<file path="config.mk">
export PLATFORM = sky130hd
export DESIGN_NAME = grant_watchdog
export DESIGN_NICKNAME = d
export VERILOG_FILES = /design/src/rtl/grant_watchdog.sv
export SDC_FILE = /design/constraint.sdc
export NUM_CORES = 1
export LEC_CHECK = 0
export ABC_AREA = 1
export BUFFER_PORTS_ARGS = -buffer_cell sky130_fd_sc_hd__buf_2
export CAP_MARGIN = 0
export CORE_ASPECT_RATIO = 1.25
export CORE_MARGIN = 2
export CORE_UTILIZATION = 50
export DETAILED_ROUTE_END_ITERATION = 12
export PLACE_DENSITY = 0.73
export REMOVE_ABC_BUFFERS = 1
export SLEW_MARGIN = 15
export SYNTH_ARGS = -nofsm -noshare
export SYNTH_HDL_FRONTEND = slang
export SYNTH_SLANG_ARGS = --single-unit
</file>
<file path="constraint.sdc">
create_clock -name clock -period 2.35 [get_ports clock]
set_clock_uncertainty 0.2 [all_clocks]
set_input_delay 0 -clock clock [delete_from_list [all_inputs] [get_ports clock]]
set_output_delay 0 -clock clock [all_outputs]
set_load 0.05 [all_outputs]
</file>
<file path="src/rtl/grant_watchdog.sv">
// grant_watchdog: per-grant hold-time watchdog.
// Counts time-base ticks while one requester holds the grant. A grant held
// for `limit` ticks is revoked, and an expiry pulse is raised. After the
// arbiter drops that grant, the offending requester is masked for `holdoff`
// ticks.
module grant_watchdog #(
  parameter int unsigned limit       = 16,
  parameter int unsigned holdoff     = 2,
  parameter int unsigned index_width = 2
) (
  input  logic                          clock,
  input  logic                          reset,
  input  logic                          tick,
  input  logic                          grant,
  input  logic [index_width-1:0]        grant_index,
  output logic                          revoke,
  output logic                          expire,
  output logic [index_width-1:0]        expired_index,
  output logic [(2**index_width)-1:0]   mask,
  output logic [$clog2(limit+1)-1:0]    elapsed
);

  localparam int unsigned requesters    = 2 ** index_width;
  localparam int unsigned elapsed_width = $clog2(limit + 1);
  localparam int unsigned hold_width    = (holdoff > 0) ? $clog2(holdoff + 1) : 1;

  localparam logic [elapsed_width-1:0] limit_value = elapsed_width'(limit);
  localparam logic [elapsed_width-1:0] last_tick   = elapsed_width'(limit - 1);
  localparam logic [hold_width-1:0]    hold_last   =
    hold_width'((holdoff == 0) ? 0 : holdoff - 1);

  typedef enum logic [1:0] {
    IDLE,
    HOLD,
    REVOKE,
    HOLDOFF
  } state_t;

  state_t                   state;
  logic [index_width-1:0]   held_index;
  logic [hold_width-1:0]    hold_count;
  logic [requesters-1:0]    expired_onehot;

  // One-hot decode of the captured expiry index, used to load the mask.
  always_comb begin
    expired_onehot = '0;
    expired_onehot[expired_index] = 1'b1;
  end

  // Watchdog state machine. All outputs are registered here. The order of
  // tests in HOLD sets the priority: a grant drop wins over an index
  // change, and an index change wins over the limit tick.
  always_ff @(posedge clock) begin
    expire <= 1'b0;
    if (reset) begin
      state         <= IDLE;
      held_index    <= '0;
      hold_count    <= '0;
      revoke        <= 1'b0;
      expired_index <= '0;
      mask          <= '0;
      elapsed       <= '0;
    end else begin
      unique case (state)
        IDLE: begin
          elapsed <= '0;
          if (grant) begin
            state      <= HOLD;
            held_index <= grant_index;
          end
        end

        HOLD: begin
          if (!grant) begin
            state   <= IDLE;
            elapsed <= '0;
          end else if (grant_index != held_index) begin
            held_index <= grant_index;
            elapsed    <= '0;
          end else if (tick) begin
            if (elapsed == last_tick) begin
              state         <= REVOKE;
              elapsed       <= limit_value;
              expire        <= 1'b1;
              expired_index <= held_index;
              revoke        <= 1'b1;
            end else begin
              elapsed <= elapsed + 1'b1;
            end
          end
        end

        REVOKE: begin
          if (!grant) begin
            revoke  <= 1'b0;
            elapsed <= '0;
            if (holdoff > 0) begin
              state      <= HOLDOFF;
              hold_count <= '0;
              mask       <= expired_onehot;
            end else begin
              state <= IDLE;
            end
          end
        end

        HOLDOFF: begin
          // A new grant seen here is not timed; IDLE picks it up next cycle.
          if (tick) begin
            if (hold_count == hold_last) begin
              state      <= IDLE;
              mask       <= '0;
              hold_count <= '0;
            end else begin
              hold_count <= hold_count + 1'b1;
            end
          end
        end

        default: state <= IDLE;
      endcase
    end
  end

endmodule
</file>
==> results_dict.tcl, run 1 <==
set metrics [dict create \
    synthFlopType "dfxtp_1" \
    critPathLaunchType "flip-flop" \
    power_density_nw_per_um2 616 \
    startpoint "elapsed[0]$_SDFFE_PP0P_" \
    antenna_found_initial 0 \
    diodes 0 \
    finalCriticalPeriod_ns 2.14 \
    io-pin-count 19 \
    critPathKind "flip-flop to flip-flop" \
    max_stage_delay_ns 0.54 \
    arrival_ns 2.14 \
    r2r_cells 10 \
    outcome "complete, no violations" \
    setup-tns-final_ns 0 \
    worstHoldStart "hold_count[1]$_SDFFE_PP0P_" \
    cts_root_buf "clkbuf_4" \
    crit_family "buffers and inverters" \
    drt_iter0_markers 10 \
    power.switching_mw 0.260 \
    drive_gt1_share_pct 18.0 \
    reg2reg_to "expired_index[1]$_SDFFE_PP0P_" \
    async_reset_ff_share_pct 0 \
    htreeDepth 1 \
    r2r_setup_slack_ns 0.21 \
    synth_seq_area_share_pct 38.4 \
    critPathCaptureType "flip-flop" \
    die_w_um 43.8 \
    syn_area_per_cell_um2 6.55 \
    worst_slew_pin_slew_ns 0.581 \
    grt_pass1_wl_mm 3.47 \
    clkPwrFrac_pct 22.4 \
    cpMostUsedCell "nand2_1" \
    maxSlewHeadroom_pct 60.9 \
    place.gp.congestion 0.828 \
    cts.path.max_buffers 2 \
    cp.required_ns 2.35 \
    synth.top_cell.area_share_pct 38.4 \
    whs_path_depth 2 \
    synth.most_common_cell "nand2_1" \
    final_net_count 187 \
    synthDistinctLibCells 20 \
    clkLatencyLatePin_ns 0.30 \
    grt_overflow 0 \
    hold_end "hold_count[1]$_SDFFE_PP0P_" \
    setup_viol 0 \
    hpwlAfterDp_mm 1.60 \
    fin_crit_sh_pct 91.2 \
    vias 1032 \
    dieArea_um2 2350 \
    p_seq_share_pct 50.5 \
    max_freq_mhz 467 \
    grtUsageTotal_pct 19.8 \
    rsz0062_at_grt "no" \
    syn_to_final_growth_pct 20.4 \
    cp_cell_sequence "ha_1, nand2_1, nor2_1, ha_2, nand2_1, inv_2, nand2_1, nand2_1, a21oi_1, dlygate4sd3_1" \
    synth_area_leader_cell "dfxtp_1" \
    crit_buf_inv 2 \
    ant_nets 0 \
    core_area_um2 1910 \
    numCtsBuffers 3 \
    rows 18 \
    r2r-start "elapsed[0]$_SDFFE_PP0P_" \
    grt_pass1_vias 875 \
    hold_violations 0 \
    netlist_area_um2 990 \
    clk_pin_slew_ns 0.11 \
    hold_path.class "flip-flop to flip-flop" \
    switching_share_pct 35.4 \
    grt_max_degree 13 \
    drv_cap 0 \
    pwr-share-comb_pct 27.1 \
    internal_power_mw 0.474 \
    synth_common_cells "nand2_1, nor2_1, dfxtp_1" \
    drv_slew 0 \
    post-route-util_pct 62.2 \
    routedWlPerCell_um 10.3 \
    dr.pass1.iters 5 \
    clkSinkCount 19 \
    path_max_fanout 6 \
    drc 0 \
    synth_edf_count 0 \
    ys_warn_count 0 \
    cts_tree "yes" \
    initial_core_util_pct 51.7 \
    vias_per_cell 5.21 \
    irDropWorstVdd_uv 351 \
    totalWireLength_mm 2.04 \
    cpMaxStageDelayCell "dlygate4sd3_1" \
    ys_seq_elements 19 \
    synth_area_leaders "dfxtp_1, nand2_1, nor2_1" \
    portBuffers 18 \
    cellLeakagePower_nw 0.589 \
    synth_cells 151 \
    dieHeight_um 53.7 \
]
through the flow:
step | instance area (um2) | hold slack [ns] | setup slack [ns] | cells | total power, mW
2_1_floorplan | 985 | -0.131 | 0.256 | 150 | 0.525
3_3_place_gp | 1100 | 0.0529 | 0.543 | 188 | 0.566
3_5_place_dp | 1100 | 0.0524 | 0.475 | 188 | 0.570
4_1_cts | 1190 | 0.249 | 0.0910 | 198 | 0.737
5_1_grt | 1190 | 0.274 | 0.0362 | 198 | 0.780
6_report | 1190 | 0.246 | 0.207 | 198 | 0.734
cell families (layout without fill, tap and decap cells):
group / after synthesis / count (layout) / share of synthesized area [%]
AOI/OAI and AO/OA: 15 / 15 / 7.84
xor gates and xnor gates: 2 / 2 / 1.77
adders and majority gates: 2 / 2 / 2.53
buffers and inverters: 21 / 48 / 8.09
DFF: 19 / 19 / 38.4
and+or+nand+nor: 92 / 92 / 41.3
registers in the layout, indices dropped and copies added, names as in the netlist, named ones only:
name and count:
elapsed 5, hold_count 2, expire 1, state 1
revoke 1, mask 4, held_index 2, expired_index 2
power by group through the flow:
| stage | sequential [mW] | combinational (mW) | clock, mW |
|---|---|---|---|
| final | 0.371 | 0.199 | 0.164 |
| after floorplan | 0.412 | 0.113 | 0 |
| after global routing | 0.375 | 0.224 | 0.181 |
| after global placement | 0.376 | 0.191 | 0 |
| after CTS | 0.370 | 0.200 | 0.167 |
| after detailed placement | 0.377 | 0.193 | 0 |
layout by cell type (no fill, tap or decap), types with 3 or more instances in the layout:
master         count
clkbuf_4           3
dlygate4sd3_1      6
dfxtp_1           17
nor2_1            25
o21ai_0            7
buf_2             18
inv_1             17
a21oi_1            6
nand3_1           14
inv_2              3
nand2_1           38
nor3_1             7
worst max-delay path by stage:
stage	slack, ns	to	cells after the start
3_5_place_dp	0.48	state[0]$_SDFFE_PP0P_	10
4_1_cts	0.09	expired_index[1]$_SDFFE_PP0P_	10
6_report	0.21	expired_index[1]$_SDFFE_PP0P_	10
5_1_grt	0.04	expired_index[1]$_SDFFE_PP0P_	10
3_3_place_gp	0.54	state[0]$_SDFFE_PP0P_	10
2_1_floorplan	0.26	state[0]$_SDFFE_PP0P_	10
per-layer routing:
layer  vias to the layer above  GRT usage (%)  wire, um
met5                         -              0         0
met1                       458           20.7       848
met2                        31           36.5      1020
met4                         0           13.1        60
met3                         7           2.68       107
li1                        536              -         -
worst reg2reg max path, cell delays in order, from the launching register on:
cell and delay, ns:
dfxtp_2 0.38, ha_1 0.18, nand2_1 0.08, nor2_1 0.11, ha_2 0.20, nand2_1 0.07
inv_2 0.08, nand2_1 0.09, nand2_1 0.07, a21oi_1 0.05, dlygate4sd3_1 0.54
cell type report:
type / instances / area, um2
multi-input cells: 111 / 532
fillers: 180 / 723
well taps: 20 / 25.0
flip-flops and latches: 19 / 383
repair buffers: 24 / 150
clock buffers: 4 / 26.3
inverters: 20 / 75.1
timing repair:
item                       4_1_cts  5_1_grt
hold endpoints to repair        12        0
buffers inserted                 0        0
hold buffers                     6        0
gates resized for setup          0        4
setup endpoints to repair        0        1
No activity file was read; power rests on OpenSTA's default activity.
==> run 2, diff against run 1 <==
--- a/config.mk
+++ b/config.mk
@@ -8,11 +8,13 @@
 export ABC_AREA = 1
 export BUFFER_PORTS_ARGS = -buffer_cell sky130_fd_sc_hd__buf_2
 export CAP_MARGIN = 0
+export CELL_PAD_IN_SITES_DETAIL_PLACEMENT = 0
+export CELL_PAD_IN_SITES_GLOBAL_PLACEMENT = 1
 export CORE_ASPECT_RATIO = 1.25
 export CORE_MARGIN = 2
-export CORE_UTILIZATION = 50
+export CORE_UTILIZATION = 37
 export DETAILED_ROUTE_END_ITERATION = 12
-export PLACE_DENSITY = 0.73
+export PLACE_DENSITY = 0.77
 export REMOVE_ABC_BUFFERS = 1
 export SLEW_MARGIN = 15
 export SYNTH_ARGS = -nofsm -noshare
==> results_dict.tcl, run 2 (synthesis results as in run 1) <==
set metrics [dict create \
    hold_slack_ns 0.237 \
    diodes 0 \
    initial_core_util_pct 39.9 \
    crit_end "expired_index[0]$_SDFFE_PP0P_" \
    crit_buf_inv 2 \
    critPathKind "flip-flop to flip-flop" \
    io-pin-count 19 \
    path_max_fanout 6 \
    clkSinkCount 19 \
    clk_pin_slew_ns 0.11 \
    htreeDepth 1 \
    critPathCaptureType "flip-flop" \
    core_area_um2 2480 \
    wl_met1_um 998 \
    cellLeakagePower_nw 0.593 \
    drt_iter0_markers 20 \
    final_common_cell "nand2_1" \
    numCtsBuffers 3 \
    fin_ws_ns 0.207 \
    drive_gt1_share_pct 18.5 \
    max_freq_mhz 467 \
    finalCriticalPeriod_ns 2.14 \
    r2r_cells 10 \
    cp_cell_sequence "ha_1, nand2_1, nor2_1, ha_2, nand2_1, inv_2, nand2_1, nand2_1, a21oi_1, dlygate4sd3_1" \
    dieArea_um2 3110 \
    worst_slew_pin_slew_ns 0.554 \
    cp.required_ns 2.35 \
    vias_per_cell 4.72 \
    crit_family "buffers and inverters" \
    setup-tns-final_ns 0 \
    final_net_count 187 \
    hold_path.class "flip-flop to flip-flop" \
    dpl.cell_count 201 \
    hpwlAfterDp_mm 1.72 \
    die_w_um 50.3 \
    largest_register_ff_count 5 \
    hold_violations 0 \
    syn_to_final_growth_pct 22.6 \
    cts_tree "yes" \
    routed.top_layer "met4" \
    fin_crit_sh_pct 91.2 \
    place.gp.congestion 0.770 \
    fin_cells 211 \
    max_stage_delay_ns 0.55 \
    cts_root_buf "clkbuf_4" \
    top_register "elapsed" \
    dr.pass1.iters 4 \
    routed-wl-met3_um 72 \
    irDropWorstVdd_uv 371 \
    critPathLaunchType "flip-flop" \
    p_total_mw 0.736 \
    cp.depth 10 \
    ant_nets 0 \
    setup_viol 0 \
    dieHeight_um 61.8 \
    rsz0062_at_grt "no" \
    outcome "complete, no violations" \
    r2r-start "elapsed[0]$_SDFFE_PP0P_" \
    cpMaxStageDelayCell "dlygate4sd3_1" \
    antenna_found_initial 0 \
    routedWlPerCell_um 10.5 \
    r2r_setup_slack_ns 0.21 \
    drv_cap 0 \
    preCtsSetupSlack_ns 0.473 \
    grt_pass1_wl_mm 4.09 \
    cts.path.max_buffers 2 \
    post-route-util_pct 49.0 \
    reg2reg_to "expired_index[0]$_SDFFE_PP0P_" \
    grt_pass1_vias 971 \
    totalWireLength_mm 2.21 \
    grt_max_degree 13 \
    vias 996 \
    final_cell_mix "nand2_1, nor2_1, buf_2, inv_1, dfxtp_1" \
    maxSlewHeadroom_pct 62.7 \
    drc 0 \
    finalInstanceArea_um2 1210 \
    grt_overflow 0 \
    rows 20 \
    arrival_ns 2.15 \
    portBuffers 18 \
    drv_slew 0 \
    clkLatencyLatePin_ns 0.30 \
    wl_met2_mm 1.10 \
    reg_top3 "elapsed x5, mask x4" \
    cpMostUsedCell "nand2_1" \
    grtUsageTotal_pct 17.6 \
    startpoint "elapsed[0]$_SDFFE_PP0P_" \
    power_density_nw_per_um2 607 \
    placed_cell_area_um2 1120 \
]
==> run 2: cell count changes in the layout (fill, tap and decap cells not counted) <==
| cell | change |
|---|---|
| dfxtp_4 | +2 |
| dfxtp_2 | -2 |
| clkinv_2 | +1 |
| clkbuf_1 | -1 |
==> run 2: layout make-up <==
cell class | instances | area (um2)
Fill cell | 267 | 1260
Multi-Input combinational cell | 111 | 532
Sequential cell | 19 | 388
Timing Repair Buffer | 24 | 150
Inverter | 20 | 75.1
Tap cell | 33 | 41.3
Clock buffer | 3 | 22.5
Clock inverter | 1 | 5.00
==> run 2: worst min-delay path by stage <==
stage	slack (ns)	end	startpoint	cells after the start
floorplan	-0.13	expired_index[0]$_SDFFE_PP0P_	reset	1
global route	0.26	hold_count[1]$_SDFFE_PP0P_	hold_count[1]$_SDFFE_PP0P_	2
finish	0.24	hold_count[1]$_SDFFE_PP0P_	hold_count[1]$_SDFFE_PP0P_	2
CTS	0.24	hold_count[1]$_SDFFE_PP0P_	hold_count[1]$_SDFFE_PP0P_	2
detailed placement	0.05	mask[1]$_SDFFE_PP0P_	reset	2
global placement	0.05	mask[0]$_SDFFE_PP0P_	reset	2
==> run 2: metal layers <==
| layer | GRT usage [%] | vias to the layer above |
|---|---|---|
| met5 | 0 | - |
| met4 | 8.33 | 0 |
| met3 | 3.11 | 4 |
| met2 | 33.1 | 15 |
| met1 | 19.3 | 443 |
| li1 | - | 534 |
==> run 2: timing repair <==
action                                  CTS  global route
hold buffers                              6             0
resized for setup                         0             6
setup buffers                             0             0
endpoints found under the setup margin    0             1
endpoints found under the hold margin    12             0
==> run 2: power breakdown <==
part	switching (mW)	internal, mW
sequential	0.0248	0.345
clock	0.102	0.0634
combinational	0.138	0.0626
==> run 2: worst min-delay path, cell delays in order (launching register included) <==
cell and delay (ns):
dfxtp_1 0.31, inv_1 0.05, nor2_1 0.04
==> run 3, diff against run 2 <==
--- a/config.mk
+++ b/config.mk
@@ -5,16 +5,15 @@
 export SDC_FILE = /design/constraint.sdc
 export NUM_CORES = 1
 export LEC_CHECK = 0
-export ABC_AREA = 1
 export BUFFER_PORTS_ARGS = -buffer_cell sky130_fd_sc_hd__buf_2
 export CAP_MARGIN = 0
 export CELL_PAD_IN_SITES_DETAIL_PLACEMENT = 0
 export CELL_PAD_IN_SITES_GLOBAL_PLACEMENT = 1
 export CORE_ASPECT_RATIO = 1.25
 export CORE_MARGIN = 2
-export CORE_UTILIZATION = 37
+export CORE_UTILIZATION = 39
 export DETAILED_ROUTE_END_ITERATION = 12
-export PLACE_DENSITY = 0.77
+export PLACE_DENSITY = 0.76
 export REMOVE_ABC_BUFFERS = 1
 export SLEW_MARGIN = 15
 export SYNTH_ARGS = -nofsm -noshare
==> constraint.sdc (replaced) <==
create_clock -name clock -period 2.35 [get_ports clock]
set_clock_uncertainty 0.2 [all_clocks]
set_input_delay 0.1175 -clock clock [delete_from_list [all_inputs] [get_ports clock]]
set_output_delay 0.1175 -clock clock [all_outputs]
set_load 0.05 [all_outputs]
==> results_dict.tcl, run 3 <==
set metrics [dict create \
    hpwlAfterDp_mm 1.38 \
    core_area_um2 2230 \
    dpl.cell_count 148 \
    worst_slew_pin_slew_ns 0.554 \
    ant_nets 0 \
    drv_cap 0 \
    htreeDepth 1 \
    routedWlPerCell_um 12.7 \
    fin_cells 156 \
    totalWireLength_mm 1.99 \
    rows 19 \
    cts_resized 0 \
    drc 0 \
    preCtsSetupSlack_ns 0.218 \
    async_reset_ff_share_pct 0 \
    netlist_area_um2 926 \
    synth_area_leaders "dfxtp_1, nand3b_1, mux2i_1" \
    portBuffers 18 \
    die_w_um 47.6 \
    hold_violations 0 \
    critPathLaunchType "flip-flop" \
    place.gp.congestion 0.695 \
    dieArea_um2 2780 \
    setup_viol 0 \
    vias_per_cell 5.14 \
    drv_slew 0 \
    clk_pin_slew_ns 0.11 \
    cellLeakagePower_nw 0.471 \
    rsz0062_at_grt "no" \
    grt_pass1_wl_mm 3.34 \
    path_max_fanout 5 \
    grt_max_degree 22 \
    synth_cells 104 \
    grtUsageTotal_pct 16.5 \
    syn_area_per_cell_um2 8.90 \
    synthDistinctLibCells 31 \
    final_common_cell "dfxtp_1" \
    fin_crit_sh_pct 90.8 \
    ys_seq_elements 19 \
    synthXorXnorAreaFrac_pct 1.89 \
    largest_register_ff_count 5 \
    cpMostUsedCell "ha_1" \
    synth_adder_area_share_pct 2.70 \
    synth_top_family_by_area "simple AND/OR/NAND/NOR gates" \
    post-cts-setup-buffers 0 \
    fill_cells 237 \
    final_cell_mix "dfxtp_1, buf_2, nand2_1, nor2_1, nand3b_1" \
    grt_pass1_vias 751 \
    clkSinkCount 19 \
    dieHeight_um 58.5 \
    synth_area_leader_cell "dfxtp_1" \
    synth-simple-area-share_pct 31.1 \
    synth_edf_count 0 \
    finalCriticalPeriod_ns 2.13 \
    syn_to_final_growth_pct 19.1 \
    cts.path.max_buffers 2 \
    grt_overflow 0 \
    final_net_count 134 \
    critPathCaptureType "flip-flop" \
    synth_seq_area_share_pct 41.1 \
    max_freq_mhz 469 \
    cts_root_buf "clkbuf_4" \
    power_density_nw_per_um2 488 \
    synth.most_common_cell "dfxtp_1" \
    hold_path.class "primary input to flip-flop" \
    drt_iter0_markers 14 \
    irDropWorstVdd_uv 305 \
    vias 802 \
    io-pin-count 19 \
    arrival_ns 2.14 \
    cp.required_ns 2.36 \
    cts_tree "yes" \
    antenna_found_initial 0 \
    max_stage_delay_ns 0.61 \
    synthMuxAreaShare_pct 6.62 \
    top_register "elapsed" \
    drive_gt1_share_pct 19.2 \
    dr.pass1.iters 4 \
    reg_top3 "elapsed x5, mask x4" \
    numCtsBuffers 3 \
    maxSlewHeadroom_pct 62.8 \
    ys_warn_count 0 \
    cpMaxStageDelayCell "or4_1" \
    cp_cell_sequence "ha_1, and3_1, ha_1, nand2_1, or4_1, a221oi_2" \
    fin_ws_ns 0.216 \
    diodes 0 \
    clkLatencyLatePin_ns 0.29 \
    critPathKind "flip-flop to flip-flop" \
    outcome "complete, no violations" \
    synth_common_cells "dfxtp_1, nand2_1, nand3b_1, nor2_1" \
    synth.top_cell.area_share_pct 41.1 \
    initial_core_util_pct 41.4 \
    synthFlopType "dfxtp_1" \
    synth_compound_area_share_pct 12.2 \
]
==> run 3: cell count changes after synthesis, moves of 5 or more <==
cell | previous run | this run
nand2_1 | 38 | 9
nand2b_1 | 0 | 5
inv_1 | 18 | 4
nand3b_1 | 1 | 8
nor2_1 | 25 | 8
nand3_1 | 14 | 5
nor3_1 | 7 | 0
mux2i_1 | 0 | 5
==> run 3: cell type report <==
type,instances,area (um2),share of cell area [%]
Inverter,4,15.0,1.36
Multi-Input combinational cell,75,504,45.7
Sequential cell,19,380,34.5
Clock buffer,4,26.3,2.38
Timing Repair Buffer,23,138,12.5
Tap cell,31,38.8,3.52
==> run 3: layer usage <==
layer  vias up  wire (um)  GRT usage [%]
met1       367        929           21.3
li1        410          -              -
met4         0         27           7.34
met3         4         82           3.68
met5         -          0              0
met2        21        947           25.9
==> run 3: cells by family (layout without fill, tap and decap cells) <==
family	count (synthesis)	count (layout)
AO/OA/AOI/OAI	17	17
XOR/XNOR	2	2
adder cells (fa/ha/maj)	2	2
buffers and inverters	10	31
flip-flops	19	19
multiplexers	6	6
AND/OR/NAND/NOR	48	48
==> run 3: power breakdown <==
group | internal [mW] | switching [mW]
Clock | 0.0660 | 0.101
Combinational | 0.0179 | 0.0237
Sequential | 0.325 | 0.00469
Total | 0.409 | 0.129
==> run 3: path summary, 6_finish.rpt <==
path	depth (start not counted)	endpoint	slack [ns]	from
min	4	state[0]$_SDFFE_PP0P_	0.05	grant
max	6	revoke$_SDFFE_PP0P_	0.22	elapsed[0]$_SDFFE_PP0P_
max reg2reg	6	revoke$_SDFFE_PP0P_	0.22	elapsed[0]$_SDFFE_PP0P_
min reg2reg	2	mask[1]$_SDFFE_PP0P_	0.29	mask[1]$_SDFFE_PP0P_
==> run 3: timing repair <==
item                                    4_1_cts  5_1_grt
endpoints found under the hold margin         4        1
hold buffers                                  3        1
endpoints found under the setup margin        0        0
==> run 3: through the flow <==
stage          utilization, %  hold slack [ns]  setup TNS [ns]  power [mW]  area [um2]
2_1_floorplan               -          -0.0163         -0.0295       0.354         900
3_3_place_gp             46.4            0.177               0       0.373        1040
3_5_place_dp             46.4            0.195               0       0.373        1040
4_1_cts                  48.9         0.000470               0       0.540        1090
5_1_grt                  49.3           0.0749               0       0.561        1100
6_report                 49.3           0.0495               0       0.538        1100
==> run 3: worst max-delay path, delay by kind of cell (launching register included) <==
family	cells	cell delay (ns)
adder cells (fa/ha/maj)	2	0.34
AND/OR/NAND/NOR	3	0.83
flip-flops	1	0.40
AO/OA/AOI/OAI	1	0.28
